[src/rtl/genesis_bus_pkg.sv]
// Shared types for the work-RAM arbiter: sequencer states, owner codes and
// the default RAM word-address width.
package genesis_bus_pkg;

    localparam int RAM16_ADDR_W = 12;

    typedef enum logic [1:0] {
        ST_IDLE  = 2'd0,
        ST_ISSUE = 2'd1,
        ST_WAIT  = 2'd2,
        ST_DONE  = 2'd3
    } arb_state_t;

    typedef enum logic [1:0] {
        OWN_NONE = 2'd0,
        OWN_M68  = 2'd1,
        OWN_Z80  = 2'd2,
        OWN_DMA  = 2'd3
    } owner_t;

endpackage

[src/rtl/ram16_arb_pick.sv]
// Combinational winner selection for the work-RAM arbiter.
// ARB_RR_EN selects round-robin between the CPUs; otherwise M68 beats Z80.
module ram16_arb_pick
    import genesis_bus_pkg::*;
(
    input  logic   m68_req,
    input  logic   z80_req,
    input  logic   dma_req,
    input  logic   burst_cap,
    input  logic   rr_ptr,
    output owner_t winner
);

    logic   cpu_pend;
    owner_t cpu_pick;

    assign cpu_pend = m68_req | z80_req;

`ifdef ARB_RR_EN
    // rr_ptr=0 prefers M68, 1 prefers Z80; only consulted on a tie.
    always_comb begin
        cpu_pick = OWN_NONE;
        if (m68_req && z80_req) begin
            cpu_pick = rr_ptr ? OWN_Z80 : OWN_M68;
        end else if (m68_req) begin
            cpu_pick = OWN_M68;
        end else if (z80_req) begin
            cpu_pick = OWN_Z80;
        end
    end
`else
    logic unused_rr;
    assign unused_rr = rr_ptr;

    always_comb begin
        cpu_pick = OWN_NONE;
        if (m68_req) begin
            cpu_pick = OWN_M68;
        end else if (z80_req) begin
            cpu_pick = OWN_Z80;
        end
    end
`endif

    // DMA yields only once its burst budget is spent and a CPU is waiting.
    always_comb begin
        winner = cpu_pick;
        if (dma_req && !(burst_cap && cpu_pend)) begin
            winner = OWN_DMA;
        end
    end

endmodule

[src/rtl/ram16_arbiter.sv]
// Work-RAM arbiter: M68, Z80 and VDP DMA share one registered-read 16-bit RAM
// through a fixed IDLE/ISSUE/WAIT/DONE sequencer. Optional macro: ARB_RR_EN.
module ram16_arbiter
    import genesis_bus_pkg::*;
#(
    parameter int ADDR_W    = RAM16_ADDR_W,
    parameter int DMA_BURST = 4
) (
    input  logic              clk,
    input  logic              rst_n,
    input  logic              m68_req,
    input  logic              m68_we,
    input  logic [ADDR_W-1:0] m68_addr,
    input  logic [15:0]       m68_wdata,
    input  logic [1:0]        m68_be,
    output logic [15:0]       m68_rdata,
    output logic              m68_ack,
    input  logic              z80_req,
    input  logic              z80_we,
    input  logic [ADDR_W-1:0] z80_addr,
    input  logic [15:0]       z80_wdata,
    input  logic [1:0]        z80_be,
    output logic [15:0]       z80_rdata,
    output logic              z80_ack,
    input  logic              dma_req,
    input  logic [ADDR_W-1:0] dma_addr,
    output logic [15:0]       dma_rdata,
    output logic              dma_ack,
    output logic              ram_en,
    output logic              ram_we,
    output logic [ADDR_W-1:0] ram_addr,
    output logic [15:0]       ram_wdata,
    output logic [1:0]        ram_be,
    input  logic [15:0]       ram_rdata,
    output logic [1:0]        owner,
    output logic              busy
);

    // Handshake: a requester raises req with we/addr/wdata/be stable and holds
    // them until its one-cycle ack; req sampled in IDLE is accepted and always
    // completes, and req must be low the cycle after ack to avoid a new grant.

    localparam logic [3:0] BURST_MAX = 4'(DMA_BURST);

    arb_state_t state, state_next;
    owner_t     owner_q, winner;
    logic [3:0] burst_cnt;
    logic       burst_cap;
    logic       rr_ptr;

    assign burst_cap = (burst_cnt == BURST_MAX);

    ram16_arb_pick u_pick (
        .m68_req   (m68_req),
        .z80_req   (z80_req),
        .dma_req   (dma_req),
        .burst_cap (burst_cap),
        .rr_ptr    (rr_ptr),
        .winner    (winner)
    );

    always_ff @(posedge clk or negedge rst_n) begin
        if (!rst_n) begin
            state <= ST_IDLE;
        end else begin
            state <= state_next;
        end
    end

    always_comb begin
        state_next = state;
        case (state)
            ST_IDLE:  if (winner != OWN_NONE) state_next = ST_ISSUE;
            ST_ISSUE: state_next = ST_WAIT;
            ST_WAIT:  state_next = ST_DONE;
            ST_DONE:  state_next = ST_IDLE;
            default:  state_next = ST_IDLE;
        endcase
    end

    always_comb begin
        busy  = (state != ST_IDLE);
        owner = owner_q;
    end

    always_ff @(posedge clk or negedge rst_n) begin
        if (!rst_n) begin
            owner_q   <= OWN_NONE;
            burst_cnt <= '0;
            ram_en    <= 1'b0;
            ram_we    <= 1'b0;
            ram_addr  <= '0;
            ram_wdata <= '0;
            ram_be    <= '0;
            m68_rdata <= '0;
            z80_rdata <= '0;
            dma_rdata <= '0;
            m68_ack   <= 1'b0;
            z80_ack   <= 1'b0;
            dma_ack   <= 1'b0;
        end else begin
            case (state)
                ST_IDLE: begin
                    owner_q <= winner;
                    case (winner)
                        OWN_M68: begin
                            ram_en    <= 1'b1;
                            ram_we    <= m68_we;
                            ram_addr  <= m68_addr;
                            ram_wdata <= m68_wdata;
                            ram_be    <= m68_be;
                        end
                        OWN_Z80: begin
                            ram_en    <= 1'b1;
                            ram_we    <= z80_we;
                            ram_addr  <= z80_addr;
                            ram_wdata <= z80_wdata;
                            ram_be    <= z80_be;
                        end
                        OWN_DMA: begin
                            ram_en    <= 1'b1;
                            ram_we    <= 1'b0;
                            ram_addr  <= dma_addr;
                            ram_wdata <= '0;
                            ram_be    <= 2'b11;
                        end
                        default: begin
                            ram_en    <= 1'b0;
                            ram_we    <= 1'b0;
                            ram_addr  <= '0;
                            ram_wdata <= '0;
                            ram_be    <= '0;
                        end
                    endcase
                    // A DMA win with nothing else is impossible when dma_req is
                    // high, so every non-DMA outcome clears the burst count.
                    if (winner == OWN_DMA) begin
                        if (!burst_cap) burst_cnt <= burst_cnt + 4'd1;
                    end else begin
                        burst_cnt <= '0;
                    end
                end
                ST_ISSUE: begin
                    ram_en <= 1'b0;
                    ram_we <= 1'b0;
                end
                ST_WAIT: begin
                    case (owner_q)
                        OWN_M68: begin m68_rdata <= ram_rdata; m68_ack <= 1'b1; end
                        OWN_Z80: begin z80_rdata <= ram_rdata; z80_ack <= 1'b1; end
                        OWN_DMA: begin dma_rdata <= ram_rdata; dma_ack <= 1'b1; end
                        default: ;
                    endcase
                end
                ST_DONE: begin
                    m68_ack   <= 1'b0;
                    z80_ack   <= 1'b0;
                    dma_ack   <= 1'b0;
                    owner_q   <= OWN_NONE;
                    ram_addr  <= '0;
                    ram_wdata <= '0;
                    ram_be    <= '0;
                end
                default: ;
            endcase
        end
    end

`ifdef ARB_RR_EN
    always_ff @(posedge clk or negedge rst_n) begin
        if (!rst_n) begin
            rr_ptr <= 1'b0;
        end else if (state == ST_IDLE) begin
            if (winner == OWN_M68) rr_ptr <= 1'b1;
            else if (winner == OWN_Z80) rr_ptr <= 1'b0;
        end
    end
`else
    assign rr_ptr = 1'b0;
`endif

endmodule

[config.mk]
export PLATFORM = sky130hd
export DESIGN_NAME = ram16_arbiter
export DESIGN_NICKNAME = d
export VERILOG_FILES = /design/src/rtl/genesis_bus_pkg.sv /design/src/rtl/ram16_arb_pick.sv /design/src/rtl/ram16_arbiter.sv
export SDC_FILE = /design/constraint.sdc
export NUM_CORES = 1
export LEC_CHECK = 0
export CORE_MARGIN = 3
export CORE_UTILIZATION = 25
export CTS_CLUSTER_SIZE = 40
export DETAILED_ROUTE_END_ITERATION = 16
export HOLD_SLACK_MARGIN = 0.06
export SYNTH_ARGS = -nofsm -noshare
export SYNTH_HDL_FRONTEND = slang
export SYNTH_SLANG_ARGS = --single-unit
[constraint.sdc]
create_clock -name clk -period 3.05 [get_ports clk]
set_clock_uncertainty 0.05 [all_clocks]
set_input_delay 0.915 -clock clk [delete_from_list [all_inputs] [get_ports clk]]
set_output_delay 0.915 -clock clk [all_outputs]
set_load 0.05 [all_outputs]
==> key figures <==
Logic synthesis
  • Avg Cell Area, Syn: 12.8 sq um
  • Area leader, netlist: dfrtp_1
  • Top cells by area, synth: dfrtp_1, mux2_4, mux2_2
  • Yosys top cell area share: 55.8%
  • Ys Warns: 0
  • Synthesized Nets: 425
  • Syn Inst Count: 320
  • Cell Area, Synth: 0.00408 sq mm
  • Seq/Total Area, Yosys: 55.8%
  • Synth unique cells: 39
  • #FFs+latches synth: 91
  • Asr flop ratio synth: 100%
  • Post-synth EDFFs: 0
  • Synth Flop Type: dfrtp_1

Final layout
  • Non-filler cells, final: 724
  • Fin util: 40.5%
  • Final instance area: 0.00646 sq mm
  • Layout cells sized above 1: 16.1%
  • Layout Nets: 608
  • Filler cells: 1525
  • Inserted Diodes: 0
  • P&R area growth vs syn: 58.1%

Routing
  • Initial DRC count: 109
  • DRC: 0
  • DR pass1 iterations: 4
  • Final WL: 11600 microns
  • Post-route ant nets: 0
  • Routed wire length per instance: 16.0 microns
  • Vias per cell: 4.52
  • Vias: 3271

CTS
  • Root Driver: clkbuf_16
  • CTS Hold Bufs: 0
  • Clock buffer count from CTS: 9
  • CTS tree: done
  • H-tree depth: 3
  • Clock Path Buffers: 2
  • Clock-pin slew on the worst setup and hold paths: 60 ps
  • Skew-Pair Late Insertion Delay: 340 ps
  • Postcts setup bufs: 0
  • TritonCTS sink count: 91
  • Resized Gates After CTS: 0

Global routing
  • Initial antenna violation count: 0
  • Pin count of the biggest net entering global routing: 41
  • Vias in the first global route: 3579
  • GR Overflow Total: 0
  • First-pass GRT wire length: 18600 microns
  • Gr usage total: 13.1%

Hold path
  • Hold Path Cell Cnt: 2
  • Min-delay worst type: reg2reg

Critical path
  • Reg2reg path depth: 9
  • Critical Path Fanout Max: 14
  • CP required: 3220 ps
  • Setup crit start kind: input pin
  • FF-to-FF setup slack: 650 ps
  • Setup CP Type: in2reg
  • Worst Path Arrival: 2910 ps
  • Critical path endpoint category: register

Placement
  • # placed instances: 708
  • IO Port Bufs: 180
  • Gp weighted congestion: 0.804
  • DP HPWL: 8740 microns
  • Placed cell areas: 0.00616 sq mm

Timing
  • Fmax achieved: 366 MHz
  • Endpoints failing hold: 0
  • RSZ-0062 raised after global routing: false
  • Least-Margin Pin Slew: 582 ps
  • Slew headroom: 61.1%
  • Fin crit share: 89.6%
  • Final setup vio count: 0
  • Pins over their slew limit: 0
  • Tmin final: 2730 ps

Floorplanning
  • Die width: 134 microns
  • Initial Utilization: 25.6%
  • I/O pins: 181
  • Core Box Area: 0.0159 sq mm
  • Row cnt: 46
  • DIE AREA: 0.0179 sq mm
  • Die span in y: 134 microns

Power and ir drop
  • PD cells: 1210 mW/mm^2
  • Power, Total: 7.83 mW
  • Static leakage: 2.75 nW
  • Max IR drop VDD: 0.506 mV

Job
  • MaxCap Viol Count: 0

Run status
  • Status: finished, final reports clean
-- kinds of logic (layout without fill, tap and decap cells) --
kind of cell               Yosys count  count (layout)  synth area share [%]
adders and majority gates           10              10                  3.06
AOI/OAI and AO/OA                   78              78                  13.3
and+or+nand+nor                     61              61                  7.75
DFF                                 91              91                  55.8
buffers and inverters               29             217                  3.68
muxes                               51              51                  16.5
-- synth_stat cells, types with 2 or more instances --
cell type,n
ha_1,10
buf_2,5
mux2_4,27
inv_1,9
buf_6,4
clkbuf_1,9
a31oi_1,2
a22oi_1,19
nand4b_1,2
mux2i_1,2
a222oi_1,12
or3_1,2
dfrtp_1,91
o211ai_1,3
mux2_2,22
nand3_1,3
nor2_1,6
nand2_1,36
nor2b_1,4
o21ai_0,29
a21oi_1,5
-- placed cells by master (no fill, tap or decap), drive strengths merged, types with 2 or more instances in the layout --
cell,count
a21oi,5
a222oi,12
a22oi,19
a31oi,2
buf,14
clkbuf,12
clkdlybuf4s50,178
clkinvlp,2
dfrtp,91
ha,10
inv,9
mux2,49
mux2i,2
nand2,37
nand3,4
nand3b,2
nand4b,2
nor2,6
nor2b,5
o211ai,3
o21ai,29
o41ai,2
or3,2
-- flip-flops by register name, indices dropped and copies added, names as in the netlist --
signal / flops
burst_cnt: 4
dma_ack: 1
dma_rdata: 16
m68_ack: 1
m68_rdata: 16
owner: 2
ram_addr: 12
ram_be: 2
ram_en: 1
ram_wdata: 16
ram_we: 1
state: 2
z80_ack: 1
z80_rdata: 16
-- critical path, cell delays in order --
cell and delay [ps]:
clkdlybuf4s50_1 550, nor2_1 60, o2bb2ai_1 230, ha_1 510
buf_4 230, inv_1 40, o41ai_1 360
-- final cells by class --
type,instances,area (sq um),share of cell area (%)
Inverter,9,33.8,0.523
Timing Repair Buffer,192,1920,29.8
Tap cell,216,270,4.18
Sequential cell,91,2280,35.3
Clock buffer,12,246,3.82
Multi-Input combinational cell,200,1660,25.6
Clock inverter,4,50.0,0.775
-- per-layer routing --
metal / GRT usage, % / up-vias / wire length (microns) / share of wire (%)
li1: - / 1530 / - / -
met5: 0 / - / 0 / 0
met2: 22.0 / 145 / 5570 / 48
met1: 15.5 / 1587 / 4910 / 42
met4: 5.43 / 0 / 158 / 1.4
met3: 4.31 / 9 / 954 / 8.2
-- through the flow --
stage	worst slack, ps	TNS [ps]	hold slack, ps
after floorplan	636	0	422
final	316	0	435
after global routing	138	0	459
after CTS	311	0	440
after global placement	51.6	0	414
after detailed placement	-60.9	-115	424
-- worst paths after layout --
path / to / from
max reg2reg: ram_wdata[11] / burst_cnt[0]
max in group asynchronous: ram_addr[2] / rst_n
min in group asynchronous: z80_rdata[5] / rst_n
min: ram_addr[7] / ram_addr[7]
max: burst_cnt[3] / dma_req
min reg2reg: ram_addr[7] / ram_addr[7]
-- report_power, final --
part           leakage, nW  internal (mW)  total, mW  switching [mW]
Sequential            1.12           1.77       2.10           0.331
Combinational         1.49           1.73       4.62            2.89
Clock                0.139          0.656       1.11           0.449
(Power assumes the default switching activity.)
==> variant 1: new RTL, config.mk and constraints unchanged <==
The package constant `RAM16_ADDR_W` goes from 12 to 13.
--- a/src/rtl/genesis_bus_pkg.sv
+++ b/src/rtl/genesis_bus_pkg.sv
@@ -3,5 +3,5 @@
 package genesis_bus_pkg;
 
-    localparam int RAM16_ADDR_W = 12;
+    localparam int RAM16_ADDR_W = 13;
 
     typedef enum logic [1:0] {
Interface: changed (resized dma_addr, m68_addr, ram_addr and z80_addr); port bits go from 181 to 185. No check against the original RTL was run, so the function may have changed too.
==> variant 1 against the unedited design <==
Synthesized area up 1.1%. Synthesized cell count up 1.3%. Via count up 3.1%. Sequential share of layout area down 0.12 points. Power up 1.4%. Highest routed layer unchanged. Utilization up 0.43 points. First-iteration DRC count up 62%. Design area up 1.4%. Worst setup slack worse by 0.082 ns. Count of clock-buffer cells in the layout down 1. Wire length up 6.3%. Sequential cell count up 1.
==> variant 1: results (changes against the unedited design) <==
Placement
  – DP Area: 6270 µm² (was 6160 µm²)
  – Global placer's final weighted congestion: 0.827 (was 0.804)
  – Dpl hpwl: 9120 µm (was 8740 µm)
  – PortBufs: 184 (was 180)
  – Placed cells: 718 (was 708)

STA
  – Relative slew slack: 44.9% (was 61.1%)
  – Final Hold Viols: 0 (unchanged)

Yosys
  – Syn. warnings: 0 (unchanged)
  – Ranking of synthesized cells by instance count: dfrtp_1 (92), nand2_1 (37), o21ai_0 (30), mux2_4 (27), mux2_2 (22) (was dfrtp_1 (91), nand2_1 (36), o21ai_0 (29), mux2_4 (27), mux2_2 (22))
  – Top cells by area, synth: dfrtp_1 (56%), mux2_4 (9.8%), mux2_2 (6.0%) (was dfrtp_1 (56%), mux2_4 (9.9%), mux2_2 (6.1%))
  – Fraction of registers with async set/reset: 100% (unchanged)
  – Sequential cell area fraction in the yosys report: 55.7% (was 55.8%)
  – Yosys cell types: 39 (unchanged)
  – Average size of a mapped cell: 12.7 µm² (was 12.8 µm²)
  – Syn_nets: 432 (was 425)

Global routing
  – Largest net degree at the start of global routing: 93 (was 41)
  – Number of global-route vias before repair: 3542 (was 3579)
  – Number of antenna violations at the first check in global routing: 0 (unchanged)
  – First-pass GRT wire length: 19600 µm (was 18600 µm)
  – GRT Overall Usage: 13.8% (was 13.1%)

Worst setup path
  – Slowest CP cell: clkdlybuf4s50_1 (unchanged)
  – R2R Path End: ram_addr[3] (was ram_wdata[11])
  – Worst r2r src: burst_cnt[0] (unchanged)
  – Worst path max stage delay: 0.92 ns (was 0.55 ns)
  – Critical Path Sink: owner[0] (was burst_cnt[3])
  – Reg2Reg Depth: 9 (unchanged)
  – CP Max Fanout: 6 (was 14)
  – CP Data Arrival Time: 1.85 ns (was 2.91 ns)
  – Critical path's top delay family: buffers and inverters (unchanged)
  – R2R setup slack: 0.74 ns (was 0.65 ns)
  – Crit path launch: owner[0] (was dma_req)

Drt
  – Met2 wire len: 5730 µm (was 5570 µm)
  – Detailed-route via count: 3371 (was 3271)
  – Starting DRC count in detailed routing: 177 (was 109)
  – Vias per cell: 4.59 (was 4.52)
  – Top routing layer in use: met4 (unchanged)
  – Router iterations before antenna repair: 7 (was 4)
  – Met3 routed WL: 1130 µm (was 954 µm)
  – WL per Instance: 16.8 µm (was 16.0 µm)
  – Met1 wire length: 5330 µm (was 4910 µm)

Power and ir drop
  – Peak supply drop: 533 µV (was 506 µV)
  – Static Leakage: 2.80 nW (was 2.75 nW)

Finish
  – Share of layout cells above drive strength 1: 16.4% (was 16.1%)
  – Antenna diode count: 0 (unchanged)
  – Final net count: 621 (was 608)

Clock tree
  – Clock Pin Slew Worst Setup and Hold Paths: 0.07 ns
  – Root Buffer: clkbuf_16 (unchanged)
  – Setup Buffers After CTS: 0 (unchanged)
  – # H-tree levels: 3 (unchanged)
  – CTS max path bufs: 2 (unchanged)
  – Clock Latency Late Sink: 0.34 ns (about the same)
  – CTS Buf Count: 9 (unchanged)
  – Post-CTS sizing: 0 (unchanged)

Outcome
  – Status: complete, no violations (unchanged)

Min path
  – Hold Path Class: reg -> reg (unchanged)
-- variant 1: cell count changes after synthesis, sizes merged --
cell    delta
clkbuf     +1
o21ai      +1
a222oi     +1
buf        -1
nand2      +1
dfrtp      +1
-- variant 1: metrics by stage --
step	power, mW	worst slack (ns)	utilization (%)
global placement	6.82	0.0880	39.2
CTS	8.05	0.214	40.9
floorplan	5.26	0.627	-
global route	8.36	0.172	40.9
finish	7.94	0.234	40.9
detailed placement	6.91	0.0137	39.2
-- variant 1: metal layers --
layer | GRT usage [%] | vias up
li1 | - | 1568
met1 | 17.1 | 1618
met2 | 22.4 | 171
met3 | 5.37 | 14
met4 | 3.73 | 0
met5 | 0 | -
-- variant 1: area by class of cell --
cell class	instances	area (µm²)
inverter	9	33.8
sequential	92	2300
timing repair buffer	198	1980
clock inverter	5	52.6
clock buffer	11	233
tap	216	270
multi-input combinational	203	1680
fill	1529	9450
-- variant 1: logic make-up after synthesis --
logic type	share of synthesized area (%)
DFF	55.7
AOI/OAI and AO/OA	13.5
and+or+nand+nor	7.88
muxes	16.3
buffers and inverters	3.57
adders and majority gates	3.03
-- variant 1: power breakdown --
| part | switching, mW | internal [mW] | leakage, nW |
|---|---|---|---|
| clock | 0.460 | 0.632 | 0.139 |
| sequential | 0.363 | 1.79 | 1.13 |
| combinational | 2.93 | 1.76 | 1.52 |
-- variant 1: worst min path at each step --
stage / slack, ns / from / cells past startpoint / end
floorplan: 0.42 / burst_cnt[3] / 1 / burst_cnt[3]
global placement: 0.42 / ram_wdata[4] / 2 / ram_wdata[4]
detailed placement: 0.43 / ram_addr[8] / 2 / ram_addr[8]
CTS: 0.44 / ram_wdata[4] / 2 / ram_wdata[4]
global route: 0.46 / m68_rdata[11] / 1 / m68_rdata[11]
finish: 0.43 / ram_wdata[4] / 2 / ram_wdata[4]
==> variant 2: new RTL, same settings <==
Without the edit above. Compare `burst_cnt` against `BURST_MAX` with >= in place of ==.
--- a/src/rtl/ram16_arbiter.sv
+++ b/src/rtl/ram16_arbiter.sv
@@ -49,5 +49,5 @@
     logic       rr_ptr;
 
-    assign burst_cap = (burst_cnt == BURST_MAX);
+    assign burst_cap = (burst_cnt >= BURST_MAX);
 
     ram16_arb_pick u_pick (
Formal check against the unedited RTL: no difference found for any inputs over 10 cycles, from zero or initial values and one cycle with rst_n low; that may be too few to reach the edited logic, so the function may still have changed.
==> variant 2 against the unedited design <==
Via count about the same. Clock power decreased by 5%. Worst setup slack got worse by 0.053 ns. Die area decreased by 3.7%. Fmax decreased by 1.9%. Design area decreased by 2.5%. Non-clock buffer count unchanged. Hold slack got worse by 0.0018 ns. Synthesized area decreased by 3.9%. Count of clock-buffer cells in the layout increased by 1. Wire length about the same. Power decreased by 1.0%. Sequential cell count unchanged. Largest cell class unchanged. Largest power group unchanged. Highest routed layer unchanged.
==> variant 2: results (changes against the unedited design) <==
Worst setup path
  – CP Max Fanout: 9 (was 14)
  – Slowest CP cell: dlygate4sd2_1 (was clkdlybuf4s50_1)
  – Worst path max stage delay: 0.53 ns (was 0.55 ns)

Power and ir drop
  – Peak supply drop: 464 µV (was 506 µV)
  – Static Leakage: 2.58 nW (was 2.75 nW)

Finish
  – Final std cells w/o fill: 717 (was 724)

Drt
  – Met2 wire len: 5540 µm (was 5570 µm)
  – Met1 wire length: 4690 µm (was 4910 µm)
  – Vias per cell: 4.57 (was 4.52)
  – Final WL: 11600 µm (about the same)
  – Starting DRC count in detailed routing: 131 (was 109)

STA
  – F_max: 359 MHz (was 366 MHz)

Global routing
  – GR met3 Demand/Resource: 5.02% (was 4.31%)
  – Largest net degree at the start of global routing: 48 (was 41)
  – Met2 usage: 23.4% (was 22.0%)
  – Global Route met1 Usage: 15.4% (was 15.5%)

Yosys
  – Yosys cell types: 41 (was 39)
  – Ranking of synthesized cells by instance count: dfrtp_1 (91), mux2_2 (39), nand2_1 (38), o21ai_0 (31), a22oi_1 (17) (was dfrtp_1 (91), nand2_1 (36), o21ai_0 (29), mux2_4 (27), mux2_2 (22))
  – Top cells by area, synth: dfrtp_1 (58%), mux2_2 (11%), o21ai_0 (4.0%) (was dfrtp_1 (56%), mux2_4 (9.9%), mux2_2 (6.1%))
  – Average size of a mapped cell: 12.3 µm² (was 12.8 µm²)
  – Compound-Gate Fraction of Synth Area: 13.9% (was 13.3%)
  – Sequential cell area fraction in the yosys report: 58.0% (was 55.8%)

Placement
  – DP Area: 6020 µm² (was 6160 µm²)
  – Pre-CTS setup slack: -0.0501 ns (was -0.0609 ns)
  – Dpl hpwl: 8750 µm (was 8740 µm)

Outcome
  – Status: complete, no violations (unchanged)
-- variant 2: cell count changes in the layout (fill, tap and decap cells not counted), moves of 3 or more --
cell | before | now
mux2_2 | 22 | 39
inv_1 | 9 | 6
nand3_1 | 3 | 0
mux2_4 | 27 | 1
mux2_1 | 0 | 10
-- variant 2: power breakdown --
part / switching [mW] / total, mW / leakage, nW / internal [mW]
sequential: 0.343 / 2.13 / 1.12 / 1.78
clock: 0.432 / 1.06 / 0.130 / 0.632
combinational: 2.94 / 4.56 / 1.32 / 1.61
-- variant 2: worst paths after layout --
kind	depth (start not counted)	endpoint	slack, ns	start
worst max-delay path	4	busy	0.26	state[0]
worst min-delay path	2	ram_addr[11]	0.43	ram_addr[11]
worst max register to register	8	burst_cnt[3]	0.97	burst_cnt[2]
worst min register to register	2	ram_addr[11]	0.43	ram_addr[11]
max in group asynchronous	2	ram_wdata[12]	1.74	rst_n
min in group asynchronous	1	z80_rdata[9]	0.53	rst_n
-- variant 2: worst max-delay path, delay by kind of cell, from the launching register on --
kind | cells | cell delay (ns)
DFF | 1 | 0.41
adders and majority gates | 1 | 0.34
buffers and inverters | 3 | 0.74
-- variant 2: layout make-up --
class                   instances  share of cell area [%]
clock buffers                  13                    3.81
clock inverters                 2                   0.596
inverters                       7                   0.457
multi-input cells             201                    24.2
flip-flops and latches         91                    36.1
well taps                     211                    4.19
repair buffers                192                    30.6
-- variant 2: repair_timing --
action | in CTS | in global routing
setup endpoints to repair | 1 | 0
endpoints found under the hold margin | 0 | 0
gates resized for setup | 1 | 0
-- variant 2: stage by stage --
step / setup TNS (ns) / power [mW]
finish: 0 / 7.75
global route: 0 / 8.17
CTS: 0 / 7.87
detailed placement: -0.181 / 6.77
global placement: 0 / 6.68
floorplan: 0 / 5.09
